## src/rtl/mod_clk_monitor.sv

```systemverilog
// Receive-side checker for the MOD/MODN/MODL modulation clocks: period, high time, phase, lock and error flags.
// Optional MODCLK_PHASE_CHECK_EN adds PHASE_SEL / PHASE_ERR phase comparison while locked.
module mod_clk_monitor #(
    parameter int CNT_W      = 8,
    parameter int EXP_PERIOD = 32,
    parameter int LOCK_COUNT = 4
) (
    input  logic             CLK_IN,
    input  logic             RESET,
    input  logic             MOD_IN,
    input  logic             MODN_IN,
    input  logic             MODL_IN,
    input  logic             CLR_ERR,
`ifdef MODCLK_PHASE_CHECK_EN
    input  logic [4:0]       PHASE_SEL,
    output logic             PHASE_ERR,
`endif
    output logic [CNT_W-1:0] PERIOD,
    output logic [CNT_W-1:0] HIGH_TIME,
    output logic [4:0]       PHASE_MEAS,
    output logic             MEAS_VALID,
    output logic             LOCKED,
    output logic             OVERLAP_ERR,
    output logic             PERIOD_ERR
);

    // state   | meaning
    // SEARCH  | waiting for first MOD rise, nothing published
    // MEASURE | publishing periods, counting consecutive good ones
    // LOCK    | LOCK_COUNT good periods seen, LOCKED asserted

    typedef enum logic [1:0] {ST_SEARCH, ST_MEASURE, ST_LOCK} state_t;

    localparam logic [CNT_W-1:0] CNT_MAX     = '1;
    localparam logic [CNT_W-1:0] CNT_PRE_SAT = CNT_MAX - 1'b1;
    localparam logic [CNT_W-1:0] CNT_EXP     = CNT_W'(EXP_PERIOD);
    localparam logic [CNT_W-1:0] CNT_ONE     = CNT_W'(1);
    localparam logic [3:0]       GOOD_LOCK   = 4'(LOCK_COUNT);

    logic r_mod, p_mod, r_modn, r_modl, p_modl;
    logic [CNT_W-1:0] cnt, hcnt;
    logic [4:0] ph;
    logic [3:0] good;
    state_t state;

    logic mod_rise, mod_fall, modl_rise, period_ok, cnt_sat_next, publish, perr_set;

    always_ff @(posedge CLK_IN or posedge RESET) begin
        if (RESET) begin
            r_mod  <= 1'b0;
            p_mod  <= 1'b0;
            r_modn <= 1'b0;
            r_modl <= 1'b0;
            p_modl <= 1'b0;
        end else begin
            r_mod  <= MOD_IN;
            p_mod  <= r_mod;
            r_modn <= MODN_IN;
            r_modl <= MODL_IN;
            p_modl <= r_modl;
        end
    end

    assign mod_rise     = r_mod & ~p_mod;
    assign mod_fall     = ~r_mod & p_mod;
    assign modl_rise    = r_modl & ~p_modl;
    assign period_ok    = (cnt == CNT_EXP);
    // a stuck clock is flagged once, on the cycle the period counter hits its ceiling
    assign cnt_sat_next = ~mod_rise & (cnt == CNT_PRE_SAT);
    assign publish      = mod_rise & (state != ST_SEARCH);
    assign perr_set     = cnt_sat_next | (publish & ~period_ok);

    always_ff @(posedge CLK_IN or posedge RESET) begin
        if (RESET) begin
            cnt       <= '0;
            hcnt      <= '0;
            ph        <= '0;
            HIGH_TIME <= '0;
        end else begin
            if (mod_rise)
                cnt <= CNT_ONE;
            else if (cnt != CNT_MAX)
                cnt <= cnt + 1'b1;

            if (mod_rise)
                hcnt <= CNT_ONE;
            else if (r_mod && hcnt != CNT_MAX)
                hcnt <= hcnt + 1'b1;

            if (mod_fall)
                HIGH_TIME <= hcnt;

            if (modl_rise)
                ph <= cnt[4:0];
        end
    end

    always_ff @(posedge CLK_IN or posedge RESET) begin
        if (RESET) begin
            state       <= ST_SEARCH;
            good        <= '0;
            PERIOD      <= '0;
            PHASE_MEAS  <= '0;
            MEAS_VALID  <= 1'b0;
            LOCKED      <= 1'b0;
            OVERLAP_ERR <= 1'b0;
            PERIOD_ERR  <= 1'b0;
        end else begin
            MEAS_VALID  <= publish;
            PERIOD_ERR  <= perr_set | (PERIOD_ERR & ~CLR_ERR);
            OVERLAP_ERR <= (r_mod & r_modn) | (OVERLAP_ERR & ~CLR_ERR);
            if (publish) begin
                PERIOD     <= cnt;
                PHASE_MEAS <= ph;
            end

            if (cnt_sat_next) begin
                state  <= ST_SEARCH;
                good   <= '0;
                LOCKED <= 1'b0;
            end else if (mod_rise) begin
                case (state)
                    ST_SEARCH: begin
                        state <= ST_MEASURE;
                        good  <= '0;
                    end
                    ST_MEASURE: begin
                        if (!period_ok) begin
                            good <= '0;
                        end else if (good + 4'd1 == GOOD_LOCK) begin
                            good   <= GOOD_LOCK;
                            state  <= ST_LOCK;
                            LOCKED <= 1'b1;
                        end else begin
                            good <= good + 4'd1;
                        end
                    end
                    ST_LOCK: begin
                        if (!period_ok) begin
                            state  <= ST_MEASURE;
                            good   <= '0;
                            LOCKED <= 1'b0;
                        end
                    end
                    default: begin
                        state  <= ST_SEARCH;
                        good   <= '0;
                        LOCKED <= 1'b0;
                    end
                endcase
            end
        end
    end

`ifdef MODCLK_PHASE_CHECK_EN
    logic phase_set;
    assign phase_set = mod_rise & (state == ST_LOCK) & (ph != PHASE_SEL);

    always_ff @(posedge CLK_IN or posedge RESET) begin
        if (RESET)
            PHASE_ERR <= 1'b0;
        else
            PHASE_ERR <= phase_set | (PHASE_ERR & ~CLR_ERR);
    end
`endif

endmodule
```

## config.mk

```make
export PLATFORM = sky130hd
export DESIGN_NAME = mod_clk_monitor
export DESIGN_NICKNAME = d
export VERILOG_FILES = /design/src/rtl/mod_clk_monitor.sv
export SDC_FILE = /design/constraint.sdc
export NUM_CORES = 1
export LEC_CHECK = 0
export ABC_AREA = 1
export ABC_CLOCK_PERIOD_IN_PS = 2400
export CORE_MARGIN = 4
export CORE_UTILIZATION = 55
export CTS_CLUSTER_DIAMETER = 30
export DETAILED_ROUTE_END_ITERATION = 10
export GPL_ROUTABILITY_DRIVEN = 0
export PLACE_DENSITY_LB_ADDON = 0.2
export SYNTH_ARGS = -nofsm -noshare
export SYNTH_HDL_FRONTEND = slang
export SYNTH_SLANG_ARGS = --single-unit
```

## constraint.sdc

```tcl
create_clock -name CLK_IN -period 2.4 [get_ports CLK_IN]
set_clock_uncertainty 0.05 [all_clocks]
set_input_delay 0.72 -clock CLK_IN [delete_from_list [all_inputs] [get_ports CLK_IN]]
set_output_delay 0.72 -clock CLK_IN [all_outputs]
set_load 0.01 [all_outputs]
```

==> flow_summary.toml <==
[status]
outcome = "finished, final reports clean"

[detailed_routing]
vias = 1998
wl_per_cell_um = 13.1
via_per_inst = 5.20
wl_um = 5020
dr.pass1.iters = 4
drtAntennaViolNets = 0
initialDrtViolationCount = 93
drc = 0

[cells_and_area]
area_growth_pct = 20.5
layout_common_cells = "nand2_1, dfrtp_1, clkdlybuf4s50_1"
diodes = 0
drive_above_1_share_pct = 13.0
final_common_cell = "nand2_1"
nets = 339

[floorplan]
dieArea_mm2 = 0.00594
die_h_um = 77.1
num_rows = 24
die_x_um = 77.1
core_region_area_mm2 = 0.00447
ios = 31
start_util_pct = 58.7

[critical_path]
critPathLaunchType = "flop"
critPathRequiredTime_ns = 1.63
crit_path_top_delay_cell = "clkdlybuf4s50_1"
cp-end-kind = "primary output"
r2r-end = "state[0]$_DFFE_PP0P_"
cp_max_fo = 2
path_class = "flop to primary output"
r2r-start = "cnt[0]$_DFFE_PP0P_"
crit_family = "buffers and inverters"
reg2reg_depth = 9
path_cells = "clkdlybuf4s50_1"
rrSetupSlack_ns = 0.67
worstPathArrival_ns = 1.24
slowest_delay_ns = 0.55
critical_path_buf_inv_count = 1

[pwr]
ir_drop_mv = 0.641
seq_power_share_pct = 44.7
p_sw_share_pct = 31.1
p_leak_uw = 0.00152
power_density_mw_per_mm2 = 900
pwr-share-clk_pct = 30.8
p_sw_uw = 887
power_frac_comb_pct = 24.6
internal_power_uw = 1960

[yosys]
synth_xor_area_share_pct = 0.667
yosys_warnings = 0
netlist_area_mm2 = 0.00263
seq_area_frac_synth_pct = 54.3
syn_inst = 290
ys_ff_latch = 57
syn_avg_cell_area_um2 = 9.06
synthSimpleGateAreaFrac_pct = 22.8
synth_top_family_by_area = "simple AND/OR/NAND/NOR gates"
synth_adder_area_share_pct = 2.86
synth.top_cell.area_share_pct = 54.3
synth_compound_area_share_pct = 12.2
synth_area_leader_cell = "dfrtp_1"
synth_cell_type_count = 33
syn-num-nets = 302
synthTopCellsByArea = "dfrtp_1, nand2_1, inv_1"
synth_mux_area_share_pct = 0.429

[sta]
timing.fmax_ghz = 0.497
finalHoldViolations = 0
slew_violations = 0
max_slew.worst_pin.slew_ns = 0.567
fin_tns_setup_ns = 0
post-route-period-util_pct = 83.9
grt_setup_unrepaired = "no"
period_needed_ns = 2.01
worst_slew_margin_rel_pct = 62.0
layout_setup_ws_ns = 0.387
setup_viol = 0

[clock_network]
clk_pin_slew_ns = 0.06
cts_tree = "yes"
cts.path.max_buffers = 2
cts_resized = 0
cts_buffers = 9
clk_latency_ns = 0.34
postCtsSetupBuffers = 0
hold_buffers = 0
htreeDepth = 3
root_buffer = "clkbuf_8"
cts.sink_count = 57

[global_route]
grt_busiest_layer = "met2"
grt_usage_pct = 19.3
groute.layer.met3.usage_pct = 6.44
grt_max_degree = 58
antenna_found_initial = 0
grt_pass1_vias = 1988
grt_pass1_wl_um = 9100
overflow = 0
grtUsageMet2_pct = 29.1
grt_use_met1_pct = 26.0

[placed_design]
dp_slack_ns = 0.698
port_buffers = 30
dp_hpwl_um = 3560

[hold_path]
worstHoldStart = "r_modl$_DFF_PP0_"
hp-class = "flop to flop"
holdPathStages = 0
min_to = "p_modl$_DFF_PP0_"

[job]
drv_cap = 0
[synth_stat cells, drive strengths merged]
| library cell | number |
|---|---|
| clkbuf | 1 |
| buf | 4 |
| o211a | 1 |
| clkinv | 1 |
| a211oi | 1 |
| or2 | 1 |
| o21bai | 3 |
| a31oi | 2 |
| o21ai | 30 |
| nor2 | 22 |
| xor2 | 2 |
| o221ai | 1 |
| o211ai | 1 |
| dfrtp | 57 |
| nor3 | 2 |
| nand4 | 3 |
| ha | 6 |
| nand3 | 21 |
| nand2 | 87 |
| inv | 33 |
| a21oi | 10 |
| mux2 | 1 |
[cell type report]
cell class                      count  area, um2
Fill cell                         345       1310
Tap cell                           52       65.1
Multi-Input combinational cell    194       1020
Sequential cell                    57       1430
Inverter                           34        133
Clock inverter                      6       57.6
Clock buffer                       10        138
Timing Repair Buffer               31        320
[per-stage QoR]
stage / area (um2) / std cells / util [%] / total power [uW] / hold slack, ns
CTS: 3160 / 384 / 70.7 / 2870 / 0.330
global route: 3160 / 384 / 70.7 / 3030 / 0.349
global placement: 2970 / 368 / 66.4 / 1970 / 0.313
floorplan: 2630 / 290 / - / 1690 / 0.304
finish: 3160 / 384 / 70.7 / 2850 / 0.327
detailed placement: 2970 / 368 / 66.4 / 2000 / 0.315
[state kept, by name (all words and copies together) (netlist names)]
| signal | cells |
|---|---|
| cnt | 8 |
| LOCKED | 1 |
| OVERLAP_ERR | 1 |
| PHASE_MEAS | 5 |
| ph | 5 |
| state | 2 |
| PERIOD | 8 |
| p_modl | 1 |
| r_modl | 1 |
| MEAS_VALID | 1 |
| good | 4 |
| HIGH_TIME | 8 |
| PERIOD_ERR | 1 |
| p_mod | 1 |
| hcnt | 8 |
| r_mod | 1 |
| r_modn | 1 |
[how the worst max path moves through the flow]
| stage | slack, ns | cells past startpoint | to | start |
|---|---|---|---|---|
| 6_report | 0.39 | 1 | PERIOD[0] | PERIOD[0]$_DFFE_PP0P_ |
| 5_1_grt | 0.33 | 1 | PERIOD[1] | PERIOD[1]$_DFFE_PP0P_ |
| 4_1_cts | 0.37 | 1 | PERIOD[0] | PERIOD[0]$_DFFE_PP0P_ |
| 3_5_place_dp | 0.70 | 9 | state[0]$_DFFE_PP0P_ | cnt[0]$_DFFE_PP0P_ |
| 3_3_place_gp | 0.71 | 9 | state[0]$_DFFE_PP0P_ | cnt[0]$_DFFE_PP0P_ |
| 2_1_floorplan | 0.23 | 1 | HIGH_TIME[0]$_DFFE_PP0P_ | RESET |
[power groups by stage]
stage	sequential (uW)	combinational [uW]	clock (uW)
6_report	1270	700	876
5_1_grt	1300	783	949
4_1_cts	1270	711	892
3_5_place_dp	1290	708	0
3_3_place_gp	1280	692	0
2_1_floorplan	1310	382	0
[cell families after synthesis]
group,Yosys count
DFF,57
muxes,1
buffers and inverters,39
xor gates and xnor gates,2
and+or+nand+nor,136
AOI/OAI and AO/OA,49
adders and majority gates,6
[per-layer routing]
layer | vias up | part of all wire (%) | wire length [um]
met1 | 950 | 48 | 2430
met4 | 0 | 1.3 | 64
met3 | 8 | 3.2 | 158
met5 | - | 0 | 0
met2 | 31 | 47 | 2370
li1 | 1009 | - | -
(Power assumes the default switching activity.)
